$ cat src/rtl/conv_frame_gen.sv
// Stimulus source: LFSR-generated information frames, rate-1/2 convolutionally encoded,
// handed out one frame at a time on a valid/ready interface.
module conv_frame_gen #(
   parameter int unsigned  FRAME_BITS = 8,
   parameter int unsigned  K          = 3,
   parameter logic [K-1:0] G0         = 3'b111,
   parameter logic [K-1:0] G1         = 3'b101,
   parameter int unsigned  TAIL       = 1,
   parameter logic [15:0]  LFSR_SEED  = 16'hACE1,
   localparam int unsigned NSYM       = FRAME_BITS + TAIL * (K - 1)
) (
   input  logic                  clk,
   input  logic                  rst,
   input  logic                  en,
   input  logic                  out_ready,
   output logic                  out_valid,
   output logic [FRAME_BITS-1:0] info_word,
   output logic [2*NSYM-1:0]     enc_word,
   output logic [15:0]           frame_cnt
);

   localparam logic [2:0] StIdle  = 3'd0;
   localparam logic [2:0] StLoad  = 3'd1;
   localparam logic [2:0] StShift = 3'd2;
   localparam logic [2:0] StTail  = 3'd3;
   localparam logic [2:0] StHold  = 3'd4;

   localparam logic [4:0] LastInfo = 5'(FRAME_BITS - 1);
   localparam logic [4:0] LastSym  = 5'(NSYM - 1);

   logic [2:0]            state_q, state_d;
   logic [15:0]           lfsr_q, lfsr_next;
   logic [K-2:0]          sr_q;
   logic [4:0]            idx_q;
   logic [FRAME_BITS-1:0] info_q, info_sh;
   logic [2*NSYM-1:0]     enc_q, enc_d;
   logic [15:0]           cnt_q;
   logic                  valid_q;
   logic                  in_bit, c0, c1;
   logic [K-1:0]          u;

   assign lfsr_next = {1'b0, lfsr_q[15:1]} ^ (lfsr_q[0] ? 16'hB400 : 16'h0000);

   // Tail symbols are encoded with a zero input bit.
   always_comb begin
      info_sh = info_q >> idx_q;
      in_bit  = 1'b0;
      if (state_q == StShift) in_bit = info_sh[0];
      u  = {in_bit, sr_q};
      c0 = ^(u & G0);
      c1 = ^(u & G1);
      enc_d = enc_q;
      for (int i = 0; i < int'(NSYM); i++) begin
         if (idx_q == 5'(i)) enc_d[2*i +: 2] = {c1, c0};
      end
   end

   always_comb begin
      state_d = state_q;
      unique case (state_q)
         StIdle:  if (en) state_d = StLoad;
         StLoad:  state_d = StShift;
         StShift: begin
            if (idx_q == LastInfo) state_d = (TAIL != 0) ? StTail : StHold;
         end
         StTail:  if (idx_q == LastSym) state_d = StHold;
         StHold:  if (out_ready) state_d = en ? StLoad : StIdle;
         default: state_d = StIdle;
      endcase
   end

   always_ff @(posedge clk) begin
      if (rst) begin
         state_q <= StIdle;
         lfsr_q  <= LFSR_SEED;
         sr_q    <= '0;
         idx_q   <= '0;
         info_q  <= '0;
         enc_q   <= '0;
         cnt_q   <= '0;
         valid_q <= 1'b0;
      end else begin
         state_q <= state_d;
         valid_q <= (state_d == StHold);
         case (state_q)
            StLoad: begin
               info_q <= lfsr_q[FRAME_BITS-1:0];
               lfsr_q <= lfsr_next;
               if (TAIL != 0) sr_q <= '0;
               idx_q  <= '0;
            end
            StShift, StTail: begin
               enc_q <= enc_d;
               sr_q  <= {in_bit, sr_q[K-2:1]};
               idx_q <= idx_q + 5'd1;
            end
            StHold: begin
               if (out_ready) cnt_q <= cnt_q + 16'd1;
            end
            default: ;
         endcase
      end
   end

   assign out_valid = valid_q;
   assign info_word = info_q;
   assign enc_word  = enc_q;
   assign frame_cnt = cnt_q;

endmodule

$ cat config.mk
export PLATFORM = sky130hd
export DESIGN_NAME = conv_frame_gen
export DESIGN_NICKNAME = d
export VERILOG_FILES = /design/src/rtl/conv_frame_gen.sv
export SDC_FILE = /design/constraint.sdc
export NUM_CORES = 1
export LEC_CHECK = 0
export CAP_MARGIN = 0
export CORE_MARGIN = 2
export CORE_UTILIZATION = 30
export CTS_BUF_LIST = sky130_fd_sc_hd__clkbuf_4
export DETAILED_ROUTE_END_ITERATION = 8
export GPL_TIMING_DRIVEN = 0
export PLACE_DENSITY = 0.55
export SKIP_LAST_GASP = 1
export SYNTH_ARGS = -nofsm -noshare
export SYNTH_HDL_FRONTEND = slang
export SYNTH_SLANG_ARGS = --single-unit
$ cat constraint.sdc
create_clock -name clk -period 4.8 [get_ports clk]
set_clock_uncertainty 0.15 [all_clocks]
set_input_delay 0.96 -clock clk [delete_from_list [all_inputs] [get_ports clk]]
set_output_delay 0.96 -clock clk [all_outputs]
set_load 0.03 [all_outputs]
# After elaboration in Yosys (flattened, before gate mapping)
# Cells that the tools add are included.
dict set report totals {
  register_bits 71
  input_bits 4
  elab_cells 62
}
dict set report classes {
  n_addsub 2
  eq_ne 14
  shifts 1
  muxes 10
  bitwise 1
  reduce_logical 17
}
# op n
set op_table {}
lappend op_table {{$reduce_and 2->1} 11}
lappend op_table {{$eq 5x3->1 const B} 4}
lappend op_table {{$add 16x1->16 const B} 1}
lappend op_table {{$mux 16} 1}
lappend op_table {{$xor 15x16->16} 1}
lappend op_table {{$pmux 3 s5} 1}
lappend op_table {{$mux 3} 4}
lappend op_table {{$eq 5x2->1 const B} 2}
lappend op_table {{$eq 5x4->1 const B} 2}
lappend op_table {{$pmux 5 s2} 1}
lappend op_table {{$shr 8x5->1} 1}
lappend op_table {{$eq 3x2->1 const B} 2}
lappend op_table {{$eq 3x3->1 const B} 2}
lappend op_table {{$reduce_xor 3->1} 2}
lappend op_table {{$add 5x1->5 const B} 1}
lappend op_table {{$eq 5x1->1 const B} 1}
lappend op_table {{$logic_not 5->1} 1}
lappend op_table {{$pmux 2 s2} 1}
lappend op_table {{$eq 3x1->1 const B} 1}
lappend op_table {{$logic_not 3->1} 1}
lappend op_table {{$mux 1} 2}
lappend op_table {{$reduce_bool 2->1} 1}
lappend op_table {{$reduce_or 2->1} 1}

# Depth between registers and ports, before layout
# Gate-level depths: netlist of run 1.
dict set report logic_depth {
  depth_word 4
  depth_mapped 7
  depth_no_buf 7
}

# Least setup slack after synthesis of run 1
# No wires, ideal clock.
dict set report synth_timing {
  path_kind {input to register}
  startpoint {input port out_ready}
  endpoint {register cnt_q[13], in the netlist frame_cnt[13]}
  setup_time_ns 0.128
  arrival_time_ns 1.956
  slack_ns 2.567
  stages 6
  cell_sequence {nor4bb_1 -> buf_2 -> nand4_2 -> nor3b_1 -> xnor2_1 -> nor2_1}
}
dict set report synth_between {
  elab_chain_len 1
}
# item line
set synth_lines {}
lappend synth_lines {{from (decl)} 15} ;# input logic out_ready,
lappend synth_lines {{$reduce_and 2->1 (no source line)} --}
lappend synth_lines {{to (signal assigned)} 98} ;# if (out_ready) cnt_q <= cnt_q + 16'd1;
lappend synth_lines {{to (decl)} 37} ;# logic [15:0] cnt_q;
# No other way between the ends.
# A chain may end at the register's enable or synchronous reset.

==> impl_metrics.env, run 1 <==
export IMPL_outcome="finished clean"
export IMPL_yosys_warnings=0
export IMPL_clock_path_buffers=2
export IMPL_layout_commonest_cell="dfxtp_1"
export IMPL_ys_flop_type="dfxtp_1"
export IMPL_busiest_layer="met2"
export IMPL_globalplace_congestion=0.741
export IMPL_cp_max_fo=4
export IMPL_critical_path_class="register to output port"
export IMPL_synthToLayoutAreaGrowth_pct=25.5
export IMPL_drt_iter0_markers=112
export IMPL_worstSetupStartpointType="register"
export IMPL_core_area_sq_mm=0.00933
export IMPL_fillerInstances=987
export IMPL_post_cts_resized=0
export IMPL_root_buffer="clkbuf_4"
export IMPL_rows=35
export IMPL_hpwl_microns=4830
export IMPL_antenna_cells=0
export IMPL_cpMaxStageDelayCell="clkdlybuf4s50_1"
export IMPL_layout_drive_gt1_share_pct=9.32
export IMPL_drt_pre_antenna_iters=4
export IMPL_ys_seq_area_share_pct=46.3
export IMPL_leakage_nw=1.19
export IMPL_fmax_mhz=364
export IMPL_cts_tree="done"
export IMPL_grt_pass1_vias=2290
export IMPL_worst_ep_arrival_time_ps=1640
export IMPL_grt_pass1_wl_microns=11400
export IMPL_place_area_sq_mm=0.00353
export IMPL_clk_pin_slew_ps=110
export IMPL_drc=0
export IMPL_clock_latency_ps=420
export IMPL_htreeDepth=3
export IMPL_cap_violations=0
export IMPL_io_buffers=47
export IMPL_cpPeakStageDelay_ps=650
export IMPL_cts_sinks=67
export IMPL_slew_headroom_pct=51.7
export IMPL_worstPathRequired_ps=3690
export IMPL_synth_avg_cell_area_sq_um=8.68
export IMPL_routedWlPerCell_microns=13.0
export IMPL_path_buf_inv=2
export IMPL_use_met3_pct=4.86
export IMPL_hold_viol_final=0
export IMPL_yosys_area_top_type="dfxtp_1"
export IMPL_yosysTopAreaCellShare_pct=46.3
export IMPL_synthCells=334
export IMPL_netlist_area_sq_mm=0.00290
export IMPL_layout_common_cells="dfxtp_1 (67), clkdlybuf4s50_1 (47), nor2_1 (42)"
export IMPL_crit_chain="buf_4 -> clkdlybuf4s50_1"
export IMPL_rsz0062_at_grt="false"
export IMPL_floorplan_die_height_microns=102
export IMPL_grt_use_met2_pct=21.6
export IMPL_finalCritPeriodShare_pct=57.3
export IMPL_grt_start_max_net_pins=11
export IMPL_met1_usage_pct=19.2
export IMPL_final_max_slew_viol_count=0
export IMPL_die_width_microns=102
export IMPL_grt_overflow=0
export IMPL_vdd_drop_max_uv=163
export IMPL_nets=401
export IMPL_postCtsSetupRepairBufs=0
export IMPL_die_area_sq_mm=0.0105
export IMPL_start_util_pct=31.1
export IMPL_cts_hold_buf=0
export IMPL_ys_types=45
export IMPL_antenna_found_initial=0
export IMPL_final_area_sq_mm=0.00364
export IMPL_ys_ff_latch=67
export IMPL_syn_nets=343
export IMPL_wl_microns=6830
export IMPL_vias=2458
export IMPL_cts_buffers=9
export IMPL_tightest_slew_ps=723
export IMPL_pin_count=49
export IMPL_synth_area_top_cells="dfxtp_1 (46%), a21oi_1 (5.7%), nor2_1 (5.4%), nand2_1 (4.9%), o21ai_0 (3.6%)"
export IMPL_crit_family="buffers and inverters"
export IMPL_fin_crit_ps=2750
export IMPL_postSynth_asyncResetShare_pct=0
export IMPL_drt_antenna_violating_nets=0
export IMPL_synth_edf_count=0
export IMPL_grt_usage_pct=14.2
export IMPL_power_density_mw_per_mm2=274
export IMPL_crit_path_end_kind="output port"
export IMPL_viasPerCell=4.67
export IMPL_setup_viol=0
export IMPL_hp_class="register to register"
export IMPL_final_setup_tns_ps=0
[kinds of logic (layout without fill, tap and decap cells)]
family                     after synthesis  count (layout)  synth area share, %
xor gates and xnor gates                15              15                 5.18
adders and majority gates                5               5                 2.16
buffers and inverters                   28              91                 4.79
DFF                                     67              67                 46.3
and+or+nand+nor                        136             136                 23.5
AOI/OAI and AO/OA                       79              79                 16.2
muxes                                    4               4                 1.86
[metal layers]
| layer | share of wire (%) | wire (microns) |
|---|---|---|
| met4 | 1.2 | 79 |
| met2 | 45 | 3060 |
| met5 | 0 | 0 |
| met1 | 50 | 3430 |
| met3 | 4.0 | 270 |
[synth_stat cells (all sizes together) (2+ instances only)]
cell type and count:
ha 5, a21oi 33, mux2i 2, nand4 5
xnor2 11, a211oi 11, a31oi 3, dfxtp 67
a211o 2, nor3 7, nand2b 8, nand3 10
nand3b 4, nor2b 3, clkbuf 14, and4 2
or2 4, nor3b 3, a22oi 2, or3 6
xor2 4, buf 10, inv 4, nand2 38
nor2 42, o21ai 25
[worst register-to-register path: stages, from the launching register on]
cell and delay (ps):
dfxtp_1 390, buf_6 150, mux4_2 510, or2_4 270, nand3_2 140, xor2_4 340, a211oi_1 130
[final cells by class]
type	count	area [sq um]	area share, %
well taps	129	161	4.44
clock inverters	4	17.5	0.482
multi-input cells	239	1420	39.0
repair buffers	47	470	12.9
flip-flops and latches	67	1340	36.9
clock buffers	12	90.1	2.48
plain buffers	24	124	3.41
inverters	4	15.0	0.413
[power breakdown]
part           switching (mW)  internal, mW
clock network           0.199         0.119
logic                  0.0598        0.0364
registers              0.0104         0.570
total                   0.269         0.726
[registers in the layout (all words and copies together) (netlist names)]
name,flops
enc_word,20
frame_cnt,16
lfsr_q,16
idx_q,5
info_word,4
state_q,3
sr_q,2
out_valid,1
[through the flow]
| stage | total power [mW] | hold slack [ps] | cells | util [%] | setup slack (ps) |
|---|---|---|---|---|---|
| floorplan | 0.660 | 282 | 334 | - | 2570 |
| global placement | 0.689 | 288 | 510 | 37.8 | 1820 |
| detailed placement | 0.690 | 298 | 510 | 37.8 | 1880 |
| CTS | 1.01 | 314 | 526 | 39.0 | 2020 |
| global route | 1.05 | 337 | 526 | 39.0 | 1970 |
| finish | 0.995 | 303 | 526 | 39.0 | 2050 |
[final timing paths]
path	to	slack [ps]	depth (start not counted)	from
worst max-delay path	info_word[3]	2050	2	lfsr_q[2]
worst min-delay path	lfsr_q[8]	300	2	lfsr_q[9]
worst max register to register	enc_word[11]	2580	6	idx_q[0]
worst min register to register	lfsr_q[8]	300	2	lfsr_q[9]
Note: power is estimated with default switching activity, not from simulation.
==> run 2: changes to the inputs <==
PLACE_DENSITY = 0.57   (was 0.55)
clock period = 2.35 ns   (was 4.8 ns; I/O delays follow)
==> run 2 against run 1 <==
Net effect:
- setup slack lost 1900 ps
- critical path depth unchanged
- clock-buffer cell count is 3 lower
- utilization grew 0.054 points
- critical endpoint is now info_word[4]
==> impl_metrics.env, run 2 (same netlist as run 1, synthesis figures left out) <==
export IMPL_outcome="finished clean"
export IMPL_hpwl_microns=4810
export IMPL_largest_reg_flops=20
export IMPL_crit_start="lfsr_q[3]"
export IMPL_grt_pass1_vias=2327
export IMPL_fillerInstances=955
export IMPL_clock_path_buffers=2
export IMPL_cts_tree="done"
export IMPL_root_buffer="clkbuf_4"
export IMPL_cpMaxStageDelayCell="clkdlybuf4s50_1"
export IMPL_drt_antenna_violating_nets=0
export IMPL_htreeDepth=3
export IMPL_pin_count=49
export IMPL_worstReg2RegStart="idx_q[0]"
export IMPL_cts_sinks=67
export IMPL_drc=0
export IMPL_crit_chain="buf_4 -> clkdlybuf4s50_1"
export IMPL_layout_drive_gt1_share_pct=8.63
export IMPL_globalplace_congestion=0.747
export IMPL_final_max_slew_viol_count=0
export IMPL_switchingPower_mw=0.539
export IMPL_routedWlPerCell_microns=13.0
export IMPL_vias=2481
export IMPL_rr_worst_depth=6
export IMPL_grt_usage_pct=13.9
export IMPL_leakage_nw=1.18
export IMPL_worstPathRequired_ps=1730
export IMPL_hp_class="primary input to register"
export IMPL_hold_path_startpoint="rst"
export IMPL_layout_commonest_cell="dfxtp_1"
export IMPL_tightest_slew_ps=772
export IMPL_slew_headroom_pct=48.4
export IMPL_start_util_pct=31.1
export IMPL_worstSetupStartpointType="register"
export IMPL_clk_pin_slew_ps=110
export IMPL_rsz0062_at_grt="false"
export IMPL_p_clk_share_pct=33.6
export IMPL_nets=401
export IMPL_die_area_sq_mm=0.0105
export IMPL_die_width_microns=102
export IMPL_drt_iter0_markers=85
export IMPL_clock_latency_ps=420
export IMPL_multi_input_area_sq_mm=0.00142
export IMPL_ff2ff_setup_slack_ps=130
export IMPL_cts_hold_buf=0
export IMPL_grt_overflow=0
export IMPL_fin_crit_ps=2230
export IMPL_core_area_sq_mm=0.00933
export IMPL_grt_start_max_net_pins=11
export IMPL_whs_ps=298
export IMPL_io_buffers=47
export IMPL_antenna_found_initial=0
export IMPL_setup_viol=0
export IMPL_min_delay_worst_endpoint="frame_cnt[4]"
export IMPL_synthToLayoutAreaGrowth_pct=25.7
export IMPL_antenna_cells=0
export IMPL_fin_total_pwr_mw=2.08
export IMPL_worst_ep_arrival_time_ps=1610
export IMPL_cpPeakStageDelay_ps=660
export IMPL_floorplan_die_height_microns=102
export IMPL_power_density_mw_per_mm2=570
export IMPL_power_frac_comb_pct=9.4
export IMPL_viasPerCell=4.74
export IMPL_hold_viol_final=0
export IMPL_power_frac_seq_pct=57.0
export IMPL_min_delay_path_depth=2
export IMPL_drt_pre_antenna_iters=4
export IMPL_crit_path_end_kind="output port"
export IMPL_rows=35
export IMPL_wl_microns=6810
export IMPL_swShare_pct=25.9
export IMPL_regArea_sq_mm=0.00134
export IMPL_cp_max_fo=4
export IMPL_fmax_mhz=448
export IMPL_cts_buffers=9
export IMPL_finalCritPeriodShare_pct=95.0
export IMPL_cap_violations=0
export IMPL_critical_path_class="register to output port"
export IMPL_postCtsSetupRepairBufs=0
export IMPL_grt_pass1_wl_microns=11100
export IMPL_vdd_drop_max_uv=199
export IMPL_post_cts_resized=0
export IMPL_reg2reg_to="enc_word[5]"
export IMPL_layout_common_cells="dfxtp_1 (67), clkdlybuf4s50_1 (47), nor2_1 (42)"
export IMPL_p_int_mw=1.54
[run 2: changes by cell type in the layout (fill, tap and decap cells not counted)]
cell / before / now
clkinv_2: 2 / 0
clkbuf_4: 12 / 9
bufinv_16: 0 / 1
clkinvlp_4: 0 / 1
[run 2: how the worst max path moves through the flow]
stage	end	slack (ps)	cells after the start
5_1_grt	enc_word[17]	30	6
6_report	info_word[4]	120	2
4_1_cts	info_word[4]	90	2
3_5_place_dp	frame_cnt[13]	-100	7
2_1_floorplan	enc_word[10]	370	7
3_3_place_gp	frame_cnt[15]	-150	7
[run 2: worst max-delay path: cells and delay by family (launching register included)]
family / cells / cell delay, ps
DFF: 1 / 410
buffers and inverters: 2 / 790
[run 2: area by class of cell]
type	count	area share, %
multi-input combinational	239	38.9
tap	129	4.43
clock inverter	4	1.24
inverter	4	0.412
clock buffer	9	1.86
buffer	24	3.40
timing repair buffer	47	12.9
sequential	67	36.8
[run 2: metrics by stage]
step           utilization [%]  cells  setup TNS (ps)  cell area (sq um)  worst slack, ps
3_3_place_gp              37.8    510            -994               3530             -151
5_1_grt                   39.0    523               0               3640             27.2
2_1_floorplan                -    334               0               2900              370
4_1_cts                   39.0    523               0               3640             91.5
3_5_place_dp              37.8    510            -446               3530             -102
6_report                  39.0    523               0               3640              117
[run 2: metal layers]
metal / track usage (%) / up-vias / routed length, microns
met4: 5.54 / 0 / 125
met5: 0 / - / 0
met2: 21.8 / 62 / 3130
li1: - / 1272 / -
met3: 5.13 / 13 / 367
met1: 17.2 / 1134 / 3190
[run 2: power by group through the flow]
stage / Sequential, mW / Combinational [mW] / Clock (mW)
floorplan: 1.22 / 0.130 / 0
global placement: 1.21 / 0.198 / 0
detailed placement: 1.21 / 0.198 / 0
CTS: 1.19 / 0.199 / 0.721
global route: 1.19 / 0.217 / 0.766
finish: 1.19 / 0.196 / 0.697
==> run 3: changes to the inputs <==
CORE_UTILIZATION = 35   (was 30)
PLACE_DENSITY = 0.64   (was 0.57)
==> run 3 against run 2 <==
Net effect:
- utilization up 5.3 points
- total power shrank 3.1%
- cell count decreased by 4.0%
- register-to-register slack worse by 20 ps
- final area shrank 0.96%
- hold slack got worse by 0.77 ps
- via count down 0.24%
- maximum frequency decreased by 0.44%
- wire length down 3.6%
- setup slack got worse by 9.9 ps
- critical path type is now register to register
==> impl_metrics.env, run 3 (same netlist as run 1, synthesis figures left out) <==
export IMPL_outcome="finished clean"
export IMPL_clk_pin_slew_ps=100
export IMPL_root_buffer="clkbuf_4"
export IMPL_rr_worst_depth=6
export IMPL_fin_total_pwr_mw=2.01
export IMPL_power_frac_seq_pct=58.8
export IMPL_postCtsSetupRepairBufs=0
export IMPL_htreeDepth=3
export IMPL_pin_count=49
export IMPL_worstReg2RegStart="idx_q[0]"
export IMPL_worstSetupStartpointType="register"
export IMPL_crit_path_end_kind="register"
export IMPL_reg2reg_to="enc_word[1]"
export IMPL_final_max_slew_viol_count=0
export IMPL_clock_latency_ps=410
export IMPL_ff2ff_setup_slack_ps=110
export IMPL_layout_common_cells="dfxtp_1 (67), clkdlybuf4s50_1 (47), nor2_1 (42)"
export IMPL_leakage_nw=1.19
export IMPL_grt_start_max_net_pins=11
export IMPL_tightest_slew_ps=717
export IMPL_cp_max_fo=10
export IMPL_switchingPower_mw=0.531
export IMPL_worstPathRequired_ps=2480
export IMPL_power_frac_comb_pct=9.7
export IMPL_hold_viol_final=0
export IMPL_grt_usage_pct=15.4
export IMPL_post_cts_resized=0
export IMPL_die_width_microns=95.0
export IMPL_hold_path_startpoint="rst"
export IMPL_routedWlPerCell_microns=13.1
export IMPL_finalCritPeriodShare_pct=95.4
export IMPL_regArea_sq_mm=0.00134
export IMPL_crit_start="idx_q[0]"
export IMPL_start_util_pct=35.6
export IMPL_power_density_mw_per_mm2=558
export IMPL_drc=0
export IMPL_cts_sinks=67
export IMPL_critical_path_class="register to register"
export IMPL_fin_crit_ps=2240
export IMPL_drt_pre_antenna_iters=4
export IMPL_clock_path_buffers=2
export IMPL_nets=401
export IMPL_layout_drive_gt1_share_pct=9.32
export IMPL_layout_commonest_cell="dfxtp_1"
export IMPL_multi_input_area_sq_mm=0.00142
export IMPL_dp_slack_ps=-88.7
export IMPL_fillerInstances=792
export IMPL_drt_iter0_markers=120
export IMPL_vias=2475
export IMPL_globalplace_congestion=0.787
export IMPL_die_area_sq_mm=0.00902
export IMPL_drt_antenna_violating_nets=0
export IMPL_hp_class="primary input to register"
export IMPL_cap_violations=0
export IMPL_crit_end="enc_word[1]"
export IMPL_rsz0062_at_grt="false"
export IMPL_grt_pass1_vias=2269
export IMPL_setup_viol=0
export IMPL_largest_reg_flops=20
export IMPL_cts_tree="done"
export IMPL_vdd_drop_max_uv=225
export IMPL_io_buffers=47
export IMPL_viasPerCell=4.93
export IMPL_antenna_cells=0
export IMPL_worst_ep_arrival_time_ps=2370
export IMPL_core_area_sq_mm=0.00813
export IMPL_floorplan_die_height_microns=95.0
export IMPL_cts_buffers=9
export IMPL_p_int_mw=1.48
export IMPL_swShare_pct=26.4
export IMPL_synthToLayoutAreaGrowth_pct=24.5
export IMPL_hpwl_microns=4680
export IMPL_wl_microns=6570
export IMPL_fmax_mhz=446
export IMPL_grt_overflow=0
export IMPL_grt_pass1_wl_microns=10800
export IMPL_fin_ws_ps=107
export IMPL_slew_headroom_pct=52.1
export IMPL_rows=33
export IMPL_p_clk_share_pct=31.4
export IMPL_cts_hold_buf=0
export IMPL_antenna_found_initial=0
run 3: critical path, cell delays in order (launching register included):
cell,delay [ps]
dfxtp_1,390
buf_6,160
mux4_2,530
or2_4,280
nand3_2,140
xor2_4,320
a211oi_1,130
run 3: cell type report:
class	instances	area share, %
buffer	24	3.43
multi-input combinational	239	39.3
clock inverter	4	0.486
clock buffer	12	2.50
inverter	4	0.416
timing repair buffer	47	13.0
tap	105	3.64
sequential	67	37.2
run 3: power by group through the flow:
stage	combinational, mW	clock [mW]	sequential (mW)
finish	0.196	0.632	1.19
CTS	0.198	0.650	1.18
global route	0.217	0.697	1.19
global placement	0.194	0	1.21
detailed placement	0.197	0	1.21
floorplan	0.130	0	1.22
run 3: per-stage QoR:
stage	std cells	area [sq um]	util, %	setup TNS (ps)	hold WS, ps
after floorplan	334	2900	-	0	282
after global placement	486	3500	43.0	-804	289
after detailed placement	486	3500	43.0	-439	302
after CTS	502	3610	44.3	0	286
after global routing	502	3610	44.3	0	316
final	502	3610	44.3	0	297
run 3: worst min-delay path by stage:
stage / depth (start not counted) / end / slack (ps)
global route: 2 / frame_cnt[7] / 320
CTS: 2 / out_valid / 290
detailed placement: 2 / lfsr_q[8] / 300
floorplan: 2 / lfsr_q[8] / 280
finish: 2 / frame_cnt[2] / 300
global placement: 2 / lfsr_q[14] / 290
run 3: layer usage:
layer / routed length, microns / global-route usage (%) / share of wire, %
met5: 0 / 0 / 0
met4: 99 / 7.00 / 1.5
met3: 249 / 3.35 / 3.8
met2: 3070 / 24.3 / 47
met1: 3150 / 20.1 / 48
